==> src/rtl/uart_response_parser_pkg.sv <==
// Shared constants, state types and line-classification helpers for the modem response parser.
// The LF terminator matches the one the command transmitter appends.
package uart_response_parser_pkg;

    localparam logic [1:0] RESP_TIMEOUT = 2'b00;
    localparam logic [1:0] RESP_OK      = 2'b01;
    localparam logic [1:0] RESP_ERROR   = 2'b10;
    localparam logic [1:0] RESP_OTHER   = 2'b11;

    localparam logic [7:0] CHAR_CR = 8'h0D;
    localparam logic [7:0] CHAR_LF = 8'h0A;

    typedef enum logic [1:0] {R_IDLE, R_START, R_DATA, R_STOP} rx_state_t;
    typedef enum logic [1:0] {L_IDLE, L_COLLECT, L_REPORT} line_state_t;

    // Expected character of "OK" at a given position; zero past the end of the pattern
    function automatic logic [7:0] ok_char(input logic [5:0] idx);
        case (idx)
            6'd0:    return 8'h4F;
            6'd1:    return 8'h4B;
            default: return 8'h00;
        endcase
    endfunction

    function automatic logic [7:0] err_char(input logic [5:0] idx);
        case (idx)
            6'd0:    return 8'h45;
            6'd1:    return 8'h52;
            6'd2:    return 8'h52;
            6'd3:    return 8'h4F;
            6'd4:    return 8'h52;
            default: return 8'h00;
        endcase
    endfunction

    function automatic logic [1:0] classify(input logic ok_m, input logic er_m,
                                            input logic [5:0] len, input logic ovf,
                                            input logic fe);
        if (ok_m && (len == 6'd2) && !ovf && !fe) begin
            return RESP_OK;
        end else if (er_m && (len == 6'd5) && !ovf && !fe) begin
            return RESP_ERROR;
        end else begin
            return RESP_OTHER;
        end
    endfunction

endpackage

==> src/rtl/uart_response_parser_rx.sv <==
// 8N1 serial receiver: two-flop synchroniser, mid-bit sampling, LSB-first shift register.
// Emits a one-cycle byte_valid on a good stop bit, or a one-cycle frame_err on a low stop bit.
module uart_rx
    import uart_response_parser_pkg::*;
#(
    parameter int BAUD = 434
) (
    input  logic       clk,
    input  logic       rst,
    input  logic       rx,
    output logic [7:0] data_byte,
    output logic       byte_valid,
    output logic       frame_err
);

    localparam int CW = $clog2(BAUD);
    localparam logic [CW-1:0] CNT_HALF = CW'(BAUD / 2 - 1);
    localparam logic [CW-1:0] CNT_BIT  = CW'(BAUD - 1);

    rx_state_t      state_r, state_n;
    logic [CW-1:0]  cnt_r, cnt_n;
    logic [2:0]     bit_r, bit_n;
    logic [7:0]     shift_r, shift_n;
    logic           rx_meta_r, rx_sync_r;
    logic           byte_valid_r, byte_valid_n;
    logic           frame_err_r, frame_err_n;

    // Bring the asynchronous line into the clk domain; idle level is high
    always_ff @(posedge clk or negedge rst) begin
        if (!rst) begin
            rx_meta_r <= 1'b1;
            rx_sync_r <= 1'b1;
        end else begin
            rx_meta_r <= rx;
            rx_sync_r <= rx_meta_r;
        end
    end

    // Bit-timing state machine: start confirmation at half a bit, then one sample per bit
    always_comb begin
        state_n      = state_r;
        cnt_n        = cnt_r + CW'(1);
        bit_n        = bit_r;
        shift_n      = shift_r;
        byte_valid_n = 1'b0;
        frame_err_n  = 1'b0;
        case (state_r)
            R_IDLE: begin
                cnt_n = {CW{1'b0}};
                if (!rx_sync_r) begin
                    state_n = R_START;
                end else begin
                    state_n = R_IDLE;
                end
            end
            R_START: begin
                if (cnt_r == CNT_HALF) begin
                    cnt_n = {CW{1'b0}};
                    bit_n = 3'd0;
                    if (rx_sync_r) begin
                        state_n = R_IDLE;
                    end else begin
                        state_n = R_DATA;
                    end
                end else begin
                    state_n = R_START;
                end
            end
            R_DATA: begin
                if (cnt_r == CNT_BIT) begin
                    cnt_n   = {CW{1'b0}};
                    shift_n = {rx_sync_r, shift_r[7:1]};
                    if (bit_r == 3'd7) begin
                        state_n = R_STOP;
                    end else begin
                        bit_n = bit_r + 3'd1;
                    end
                end else begin
                    state_n = R_DATA;
                end
            end
            R_STOP: begin
                if (cnt_r == CNT_BIT) begin
                    cnt_n   = {CW{1'b0}};
                    state_n = R_IDLE;
                    if (rx_sync_r) begin
                        byte_valid_n = 1'b1;
                    end else begin
                        frame_err_n = 1'b1;
                    end
                end else begin
                    state_n = R_STOP;
                end
            end
            default: begin
                state_n = R_IDLE;
                cnt_n   = {CW{1'b0}};
            end
        endcase
    end

    // Receiver state and output pulse registers
    always_ff @(posedge clk or negedge rst) begin
        if (!rst) begin
            state_r      <= R_IDLE;
            cnt_r        <= {CW{1'b0}};
            bit_r        <= 3'd0;
            shift_r      <= 8'h00;
            byte_valid_r <= 1'b0;
            frame_err_r  <= 1'b0;
        end else begin
            state_r      <= state_n;
            cnt_r        <= cnt_n;
            bit_r        <= bit_n;
            shift_r      <= shift_n;
            byte_valid_r <= byte_valid_n;
            frame_err_r  <= frame_err_n;
        end
    end

    assign data_byte  = shift_r;
    assign byte_valid = byte_valid_r;
    assign frame_err  = frame_err_r;

endmodule

==> src/rtl/uart_response_parser.sv <==
// Modem reply parser: assembles LF-terminated lines from the UART, classifies them as OK/ERROR/OTHER
// on the fly without buffering, and reports a TIMEOUT when armed and no line arrives in time.
module uart_response_parser
    import uart_response_parser_pkg::*;
#(
    parameter int BAUD        = 434,
    parameter int MAX_LINE    = 32,
    parameter int TIMEOUT_CYC = 50000000
) (
    input  logic       clk,
    input  logic       rst,
    input  logic       rx,
    input  logic       arm,
    output logic       resp_valid,
    output logic [1:0] resp_code,
    output logic [5:0] line_len,
    output logic       frame_err,
    output logic       armed
);

    localparam int TW = (TIMEOUT_CYC > 1) ? $clog2(TIMEOUT_CYC) : 1;
    localparam logic [TW-1:0] T_LOAD  = (TIMEOUT_CYC > 0) ? TW'(TIMEOUT_CYC - 1) : {TW{1'b0}};
    localparam logic          T_EN    = (TIMEOUT_CYC != 0);
    localparam logic [5:0]    LEN_MAX = 6'(MAX_LINE);

    logic [7:0]  rx_byte_s;
    logic        rx_valid_s;
    logic        rx_fe_s;

    line_state_t state_r, state_n;
    logic [5:0]  cnt_r, cnt_n;
    logic        ok_r, ok_n;
    logic        er_r, er_n;
    logic        ovf_r, ovf_n;
    logic        fe_r, fe_n;
    logic        line_done_s;
    logic [1:0]  class_s;

    logic [TW-1:0] tcnt_r;
    logic          armed_r;
    logic          arm_eff_s;
    logic          fire_s;

    logic          resp_valid_r;
    logic [1:0]    resp_code_r;
    logic [5:0]    line_len_r;

    uart_rx #(.BAUD(BAUD)) u_rx (
        .clk        (clk),
        .rst        (rst),
        .rx         (rx),
        .data_byte  (rx_byte_s),
        .byte_valid (rx_valid_s),
        .frame_err  (rx_fe_s)
    );

    // Line assembly and incremental pattern matching; the char index is the count before increment
    always_comb begin
        state_n     = state_r;
        cnt_n       = cnt_r;
        ok_n        = ok_r;
        er_n        = er_r;
        ovf_n       = ovf_r;
        fe_n        = fe_r;
        line_done_s = 1'b0;
        class_s     = RESP_OTHER;
        case (state_r)
            L_IDLE, L_COLLECT: begin
                if (rx_valid_s) begin
                    if (rx_byte_s == CHAR_CR) begin
                        state_n = state_r;
                    end else if (rx_byte_s == CHAR_LF) begin
                        if (cnt_r != 6'd0) begin
                            line_done_s = 1'b1;
                            class_s     = classify(ok_r, er_r, cnt_r, ovf_r, fe_r);
                            state_n     = L_REPORT;
                        end else begin
                            state_n = L_IDLE;
                        end
                    end else begin
                        state_n = L_COLLECT;
                        ok_n    = ok_r && (cnt_r < 6'd2) && (rx_byte_s == ok_char(cnt_r));
                        er_n    = er_r && (cnt_r < 6'd5) && (rx_byte_s == err_char(cnt_r));
                        if (cnt_r == LEN_MAX) begin
                            ovf_n = 1'b1;
                        end else begin
                            cnt_n = cnt_r + 6'd1;
                        end
                    end
                end else if (rx_fe_s && (cnt_r != 6'd0)) begin
                    fe_n = 1'b1;
                end else begin
                    state_n = state_r;
                end
            end
            L_REPORT: begin
                state_n = L_IDLE;
                cnt_n   = 6'd0;
                ok_n    = 1'b1;
                er_n    = 1'b1;
                ovf_n   = 1'b0;
                fe_n    = 1'b0;
            end
            default: begin
                state_n = L_IDLE;
                cnt_n   = 6'd0;
                ok_n    = 1'b1;
                er_n    = 1'b1;
                ovf_n   = 1'b0;
                fe_n    = 1'b0;
            end
        endcase
    end

    // Line state register
    always_ff @(posedge clk or negedge rst) begin
        if (!rst) begin
            state_r <= L_IDLE;
            cnt_r   <= 6'd0;
            ok_r    <= 1'b1;
            er_r    <= 1'b1;
            ovf_r   <= 1'b0;
            fe_r    <= 1'b0;
        end else begin
            state_r <= state_n;
            cnt_r   <= cnt_n;
            ok_r    <= ok_n;
            er_r    <= er_n;
            ovf_r   <= ovf_n;
            fe_r    <= fe_n;
        end
    end

    // A line report or a fresh arm in the same cycle both suppress the timeout
    assign arm_eff_s = arm && T_EN;
    assign fire_s    = armed_r && (tcnt_r == {TW{1'b0}}) && !line_done_s && !arm_eff_s;

    // Response timeout counter
    always_ff @(posedge clk or negedge rst) begin
        if (!rst) begin
            armed_r <= 1'b0;
            tcnt_r  <= {TW{1'b0}};
        end else if (arm_eff_s) begin
            armed_r <= 1'b1;
            tcnt_r  <= T_LOAD;
        end else if (line_done_s || fire_s) begin
            armed_r <= 1'b0;
        end else if (armed_r) begin
            tcnt_r <= tcnt_r - TW'(1);
        end else begin
            tcnt_r <= tcnt_r;
        end
    end

    // Registered report outputs; code and length hold until the next report
    always_ff @(posedge clk or negedge rst) begin
        if (!rst) begin
            resp_valid_r <= 1'b0;
            resp_code_r  <= RESP_TIMEOUT;
            line_len_r   <= 6'd0;
        end else begin
            resp_valid_r <= line_done_s || fire_s;
            if (line_done_s) begin
                resp_code_r <= class_s;
                line_len_r  <= cnt_r;
            end else if (fire_s) begin
                resp_code_r <= RESP_TIMEOUT;
                line_len_r  <= 6'd0;
            end else begin
                resp_code_r <= resp_code_r;
                line_len_r  <= line_len_r;
            end
        end
    end

    assign resp_valid = resp_valid_r;
    assign resp_code  = resp_code_r;
    assign line_len   = line_len_r;
    assign frame_err  = rx_fe_s;
    assign armed      = armed_r;

endmodule

==> config.mk <==
export PLATFORM = sky130hd
export DESIGN_NAME = uart_response_parser
export DESIGN_NICKNAME = d
export VERILOG_FILES = /design/src/rtl/uart_response_parser_pkg.sv /design/src/rtl/uart_response_parser_rx.sv /design/src/rtl/uart_response_parser.sv
export SDC_FILE = /design/constraint.sdc
export NUM_CORES = 1
export LEC_CHECK = 0
export CORE_MARGIN = 1
export CORE_UTILIZATION = 40
export DETAILED_ROUTE_END_ITERATION = 10
export PLACE_DENSITY_LB_ADDON = 0.15
export SLEW_MARGIN = 10
export SYNTH_ARGS = -nofsm -noshare
export SYNTH_HDL_FRONTEND = slang
export SYNTH_SLANG_ARGS = --single-unit
==> constraint.sdc <==
create_clock -name clk -period 2.75 [get_ports clk]
set_input_delay 0.825 -clock clk [delete_from_list [all_inputs] [get_ports clk]]
set_output_delay 0.825 -clock clk [all_outputs]
set_load 0.03 [all_outputs]
==> results of run 1 <==
[final timing paths]
check	slack, ns	start	end
setup / recovery	0.29	cnt_r[3]	tcnt_r[16]
hold / removal	0.36	u_rx.rx_meta_r	u_rx.rx_sync_r
setup reg to reg	0.29	cnt_r[3]	tcnt_r[16]
hold reg to reg	0.36	u_rx.rx_meta_r	u_rx.rx_sync_r
max in group asynchronous	1.68	rst	u_rx.rx_sync_r
min in group asynchronous	0.47	rst	line_len[0]
[area by class of cell]
cell class	count	area [µm²]	area share
clock inverter	7	126	0.0280
tap	129	161	0.0358
inverter	17	63.8	0.0141
clock buffer	9	124	0.0275
multi-input combinational	279	1910	0.424
sequential	73	1830	0.406
timing repair buffer	31	290	0.0644
[Yosys cell counts, types with 3 or more instances]
master / number
sky130_fd_sc_hd__nor4_1: 8
sky130_fd_sc_hd__and2_1: 5
sky130_fd_sc_hd__a31oi_1: 5
sky130_fd_sc_hd__nor2_1: 40
sky130_fd_sc_hd__mux2i_1: 4
sky130_fd_sc_hd__a21oi_1: 8
sky130_fd_sc_hd__nand4_1: 10
sky130_fd_sc_hd__o211ai_1: 5
sky130_fd_sc_hd__nand2_1: 11
sky130_fd_sc_hd__dfrtp_1: 69
sky130_fd_sc_hd__buf_2: 3
sky130_fd_sc_hd__clkbuf_1: 10
sky130_fd_sc_hd__nand3_1: 19
sky130_fd_sc_hd__nor2b_1: 10
sky130_fd_sc_hd__nor4b_1: 3
sky130_fd_sc_hd__o21ai_0: 15
sky130_fd_sc_hd__nor4_2: 3
sky130_fd_sc_hd__xor2_1: 6
sky130_fd_sc_hd__or3b_1: 4
sky130_fd_sc_hd__ha_1: 12
sky130_fd_sc_hd__nor3_1: 16
sky130_fd_sc_hd__o31ai_1: 10
sky130_fd_sc_hd__mux2_2: 9
sky130_fd_sc_hd__mux2_1: 3
sky130_fd_sc_hd__inv_1: 17
sky130_fd_sc_hd__dfstp_2: 4
sky130_fd_sc_hd__nor3b_1: 3
sky130_fd_sc_hd__or4_1: 12
sky130_fd_sc_hd__a22o_1: 11
sky130_fd_sc_hd__or3_1: 7
sky130_fd_sc_hd__xnor2_1: 5
[flip-flops by register name (all words and copies together) (netlist names), 2 cells and up]
signal,count
cnt_r,6
line_len,6
resp_code,2
tcnt_r,26
u_rx.bit_r,3
u_rx.cnt_r,9
u_rx.data_byte,8
u_rx.state_r,2
[logic make-up after synthesis]
group           after synthesis  synth area share
compound gates               75             0.136
xor+xnor                     11            0.0247
fa+ha+maj                    12            0.0385
buf+inv                      34            0.0385
flops                        73             0.470
mux                          16            0.0450
simple gates                165             0.247
[per-layer routing]
| layer | global-route usage | wire length [µm] | up-vias |
|---|---|---|---|
| met2 | 0.276 | 3610 | 56 |
| met3 | 0.0264 | 221 | 12 |
| met5 | 0 | 0 | - |
| met1 | 0.229 | 4040 | 1412 |
| li1 | - | - | 1489 |
| met4 | 0.0658 | 96 | 0 |
[where the power goes]
group	leakage [nW]	total, mW	switching, mW	internal (mW)
sequential	0.895	1.08	0.00470	1.08
clock	0.122	1.05	0.434	0.614
combinational	0.809	0.0517	0.0365	0.0152
==> summary.md, run 1 <==
The largest voltage drop on the vdd net is 0.197 mV, and the clock latency on the worst-skew pair is 0.35 ns. The number of buffers inserted to repair setup after CTS came out at 0. Library cell used as clock root buffer: sky130_fd_sc_hd__clkbuf_8.

The logs give 2969 for the total number of vias and 2.70 ns for the arrival time at the worst endpoint. Total power for the finished layout comes to 2.18 mW. After clock tree synthesis, the clock-pin slew on the worst setup and hold paths is 0.09 ns. The tools report the final-report max-slew violation count as 0. The tools report the reported max-cap violation count as 0.

Synthesis handed over a netlist of 386 instances. The run finished with clean final reports. The fraction of the cycle the final worst path needs is 0.895.

For this run, the top clock speed supported by timing is 406 MHz. The logs give 0 ns for the setup total negative slack and 0.110 ns for the placement-stage worst setup slack. Setup repair after global routing left no endpoint under its margin. The worst hold path passes through 0 cells. The logs give 2872 for the number of global-route vias before repair and 73 for the number of clock sinks. The remaining global-route overflow came out at 0.

The run gives 0.817 as the global placement routability congestion. Gate family responsible for the most delay along the worst path: simple AND/OR/NAND/NOR gates. The power per cell area is 484 nW/µm², and the wire length of the first global-routing pass is 13.6 mm. The critical path is of the flop to flop type. After layout, the minimum clock period comes to 2.46 ns.

Port buffering added 14 buffers. Clock skew on the completed layout was measured at 0.0120 ns. After synthesis the netlist holds a flip-flop and latch count of 73. In this run the worst path has a maximum fanout of 12. In the final design database the tool counted 427 nets. The slowest stage of the critical path is the sky130_fd_sc_hd__nor4_2 cell.

The detailed-route wire length is 7.96 mm. Classification of the worst-slack hold path: flop to flop. In this run, synthesis inferred 0 flip-flops with an integrated enable. The tightest hold path in the finished design has a slack of 0.358 ns. TritonCTS built the clock tree. After detailed placement, the design holds a cell count of 529. After detailed routing, the average wire length per cell comes to 14.6 µm. For this design the static power due to leakage is 1.83 nW. The worst setup path is captured at a flop. Summing every instance area after synthesis gives 3890 µm². Walking the worst path, the cells encountered are nor4_2 -> and2_1 -> o2111ai_2 -> nor4_1 -> mux2_1. Entering global routing, the biggest net connects 44 pins. The x dimension of the die was 101 µm; the relative max-transition margin was 0.590.

During synthesis, Yosys emitted a total of 0 warnings. The run gives 0.484 as the fraction of the core area covered by cells at the end of the flow. The area growth from synthesis to final layout is 15.8%.

Counting buffers and inverters, the worst setup path is 5 cells deep. Yosys attributes the largest share of cell area to sky130_fd_sc_hd__dfrtp_1 44%, sky130_fd_sc_hd__ha_1 3.9%, sky130_fd_sc_hd__nor2_1 3.9%, sky130_fd_sc_hd__dfstp_2 2.7%, sky130_fd_sc_hd__mux2_2 2.6%. The tools report the DRC violation count after routing as 0.

From bottom edge to top edge, the die measures 101 µm. Summing all placed instances gives a cell area of 4260 µm². The global routing usage summed across all routing layers came out at 0.170.

Leaving out fill and tap cells, the most frequent cells in the layout are 69 x sky130_fd_sc_hd__dfrtp_1, 40 x sky130_fd_sc_hd__nor2_1, 19 x sky130_fd_sc_hd__nand3_1. The run gives 0 as the post-route antenna net violation count. The run gives 9330 µm² as the total core area. When the netlist entered floorplanning its net count stood at 402.

For this run, the leading register cell type out of synthesis is sky130_fd_sc_hd__dfrtp_1. The logs give 0.418 for the initial core utilization and 0 for the antenna diode count. Using the TritonRoute via totals, the vias-per-cell ratio works out to 5.45. sky130_fd_sc_hd__dfrtp_1 takes more of the synthesized area than any other cell.

Buffers inserted to repair hold after CTS numbered 0. Setup slack on the critical path of the routed design comes to 0.290 ns. Top-area cell type share of the netlist area: 0.443.

The filler cell count in the final layout was 881; the unique cell type count in the Yosys netlist was 61. Each instance of the synthesized netlist takes up on average 10.1 µm². The logs give 0.470 for the sequential cell area fraction in the yosys report and 545 for the final instance count without filler cells. Measured in cells, the most critical reg-to-reg path has a length of 5. The initial antenna violation count is 0. For this run, the slowest stage of the critical path takes 0.49 ns. Once layout is done, the placed cells without fillers occupy 4510 µm². The proportion of register bits with asynchronous set or reset after synthesis came out at 1.00. Setup violations remaining at the end of the flow were counted as 0. The type of element launching the critical path is a flop. The tools report the detailed placer's ending HPWL as 5.53 mm.

The logs give 10100 µm² for the area enclosed by the die boundary and 3 for the number of H-tree levels. The floorplan has 35 rows. The library cell used most frequently in the layout, excluding fill and tap cells, is sky130_fd_sc_hd__dfrtp_1. The pre-antenna-repair detailed-routing pass consisted of 4 iterations.

The pin slew with the least headroom to its limit is 0.615 ns. Post-CTS repair changed the size of 0 cells. Counting both buffers and inverters, the worst setup path holds a total of 0. At the worst endpoint, the required time is 2.99 ns. The proportion of layout cells with a drive suffix above 1 works out to 0.139. For this design the top-level I/O count stands at 15. In this run, the number of DRC markers left after iteration 0 of detailed routing was 119. The number of clock buffers inserted by TritonCTS is 9. For the maximum buffer depth of the clock tree, the log shows 2. The final-report hold violation count is 0.
(Power assumes the default switching activity.)
==> run 2, diff against run 1 <==
Settings changed: TNS_END_PERCENT set to 5.
==> results of run 2 <==
Final layout, timing and power as in run 1 (identical DEF).
==> run 3, diff against run 2 <==
Settings changed: MAX_ROUTING_LAYER set to met4.
==> summary.md, run 3 (synthesis results as in run 1) <==
The maximum buffer depth of the clock tree was 2 (unchanged); the relative max-transition margin was 0.603 (+0.0127). The run gives 9 (unchanged) as the number of clock buffers inserted by TritonCTS. The run gives 35 (unchanged) as the row count. The setup total negative slack was 0 ns (unchanged); the DRC violation count after routing was 0 (unchanged). Power per cell area: 483 nW/µm² (-0.18%). For the reported max-cap violation count, the log shows 0 (unchanged). The type of element launching the critical path was a flop. The number of detailed-routing iterations run before antenna repair came out at 4 (unchanged). Signal routing reaches up to met4. The total met3 wirelength after detailed routing was 160 µm (-28%); the fraction of the cycle the final worst path needs was 0.889 (-0.00551). The flip-flop count of the largest register, all copies and words added came out at 26 (unchanged).

The number of vias per cell after detailed routing came out at 5.43 (-0.37%). The run finished with clean final reports. The logs give 1.83 nW (unchanged) for the leakage dissipation and 409 MHz (+0.62%) for the fmax. The detailed-route wire length is 7.89 mm (-0.88%). The worst hold slack was 0.358 ns (-0.0000530 ns); the total number of vias was 2958 (-0.37%). The logs give 0 (unchanged) for the post-route antenna net violation count and 13.6 mm (about the same) for the wire length of the first global-routing pass. Die height: 101 µm (unchanged). The total core area is 9330 µm² (unchanged), and the number of DRC markers in iteration 0 is 126 (+5.9%). The tools report the filler cell count in the final layout as 881 (unchanged). The number of global-route vias before repair came out at 2872 (unchanged). For the power share of the combinational group, the log shows 0.024 (about the same). The clock tree skew after final layout is 0.0117 ns (-0.000224 ns). Initial core utilization: 0.418 (unchanged). The amount of wire on met2 after detailed routing is 3.62 mm (+0.39%).

The design internal power was 1.71 mW (unchanged); the remaining global-route overflow was 0 (unchanged). The final-report max-slew violation count is 0 (unchanged). The top fanout value on the critical path is 6 (-6).

The tools report the maximum number of pins on one net before global-route repair as 44 (unchanged). The number of port buffers was 14 (unchanged). Setup repair after global routing left no endpoint under its margin.

In the layout the commonest cells are 69 x sky130_fd_sc_hd__dfrtp_1, 40 x sky130_fd_sc_hd__nor2_1, 19 x sky130_fd_sc_hd__nand3_1. Largest voltage drop on the vdd net: 0.197 mV (about the same). The proportion of layout cells with a drive suffix above 1 is 0.139 (unchanged), and the global routing usage summed across all routing layers is 0.175 (+0.00495). For the finished layout cell area, the log shows 4510 µm² (unchanged).

Post-cts hold buffer count: 0 (unchanged). The worst hold path belongs to the class flop to flop. For the area enclosed by the die boundary, the log shows 10100 µm² (unchanged). Initial antenna violation count: 0 (unchanged). TritonCTS built the clock tree. The run gives 0.829 (+1.5%) as the global placement routability congestion.

The clock latency on the worst-skew pair is 0.34 ns (about the same). More flip-flops sit in one register than any other, and that register is tcnt_r. The shortest clock period the worst path allows after layout is 2.44 ns (-0.0152 ns), and the count of instances resized after the clock tree is built is 0 (unchanged). The fraction of the core area covered by cells at the end of the flow is 0.484 (unchanged). The library cell used most frequently in the layout, excluding fill and tap cells, is sky130_fd_sc_hd__dfrtp_1. The run gives 4.02 mm (-0.37%) as the met1 wire length.

Endpoint class of the critical path: a flop. The switching share of power was 0.216 (-0.00138). The count of nets after finishing was 427 (unchanged); the arrival time at the worst endpoint was 2.68 ns (-0.02 ns). The number of clock sinks was 73 (unchanged).

The antenna diode count was 0 (unchanged). The fraction of power consumed by the clock network is 0.479 (about the same). The library cell used as clock root buffer is sky130_fd_sc_hd__clkbuf_8. The number of H-tree levels is 3 (unchanged). Final-report hold violation count: 0 (unchanged). The critical path is of the flop to flop type.

X dimension of the die: 101 µm (unchanged). The logs give 4260 µm² (unchanged) for the post-placement cell area and 0.497 (about the same) for the fraction of power consumed by sequential logic. The wire length per cell is 14.5 µm (-0.88%), and the I/O pin total is 15 (unchanged).

The pin slew with the least headroom to its limit is 0.596 ns (-0.0191 ns), and the number of setup violations in the final report is 0 (unchanged). The critical path data required time is 2.98 ns (about the same). The detailed placer's ending HPWL is 5.53 mm (unchanged), and the number of buffers inserted to repair setup after CTS is 0 (unchanged). Register clock-pin slew on the reported worst setup and hold paths: 0.09 ns (about the same).

The area growth from synthesis to final layout was 15.8% (unchanged); the reported net switching power was 471 µW (-0.81%).
-- run 3: cell counts in the layout (fill, tap and decap cells not counted) --
Identical to the previous run, type by type.
-- run 3: final timing paths --
check | from | end | slack, ns | cells after the start
max | tcnt_r[6] | tcnt_r[16] | 0.31 | 5
max reg2reg | tcnt_r[6] | tcnt_r[16] | 0.31 | 5
max in group asynchronous | rst | u_rx.rx_sync_r | 1.67 | 2
min in group asynchronous | rst | line_len[0] | 0.48 | 1
min | u_rx.rx_meta_r | u_rx.rx_sync_r | 0.36 | 0
min reg2reg | u_rx.rx_meta_r | u_rx.rx_sync_r | 0.36 | 0
-- run 3: critical path, stage by stage (launching register included) --
cell                      delay, ns
sky130_fd_sc_hd__dfrtp_1       0.42
sky130_fd_sc_hd__or4_1         0.56
sky130_fd_sc_hd__nor4_2        0.48
sky130_fd_sc_hd__o21ai_1       0.26
sky130_fd_sc_hd__nor4_1        0.26
sky130_fd_sc_hd__mux2_1        0.36
-- run 3: layer usage --
metal / vias up / track usage
met5: - / -
met2: 38 / 0.274
met4: 0 / 0.0658
li1: 1489 / -
met1: 1422 / 0.230
met3: 9 / 0.0264
-- run 3: stage by stage --
step	power [mW]	std cells	worst slack, ns
global placement	1.16	529	0.137
detailed placement	1.16	529	0.110
floorplan	1.12	386	0.587
CTS	2.21	545	0.300
finish	2.18	545	0.305
global route	2.26	545	0.136
-- run 3: cell type report --
type | count | area, µm² | share of cell area
Clock buffer | 9 | 124 | 0.0275
Multi-Input combinational cell | 279 | 1910 | 0.424
Timing Repair Buffer | 31 | 290 | 0.0644
Sequential cell | 73 | 1830 | 0.406
Tap cell | 129 | 161 | 0.0358
Clock inverter | 7 | 126 | 0.0280
Inverter | 17 | 63.8 | 0.0141
-- run 3: power groups by stage --
stage          clock [mW]  sequential [mW]  combinational, mW
2_1_floorplan           0             1.10             0.0168
3_3_place_gp            0             1.10             0.0530
5_1_grt              1.12             1.08             0.0601
6_report             1.04             1.08             0.0519
4_1_cts              1.07             1.08             0.0541
3_5_place_dp            0             1.10             0.0540
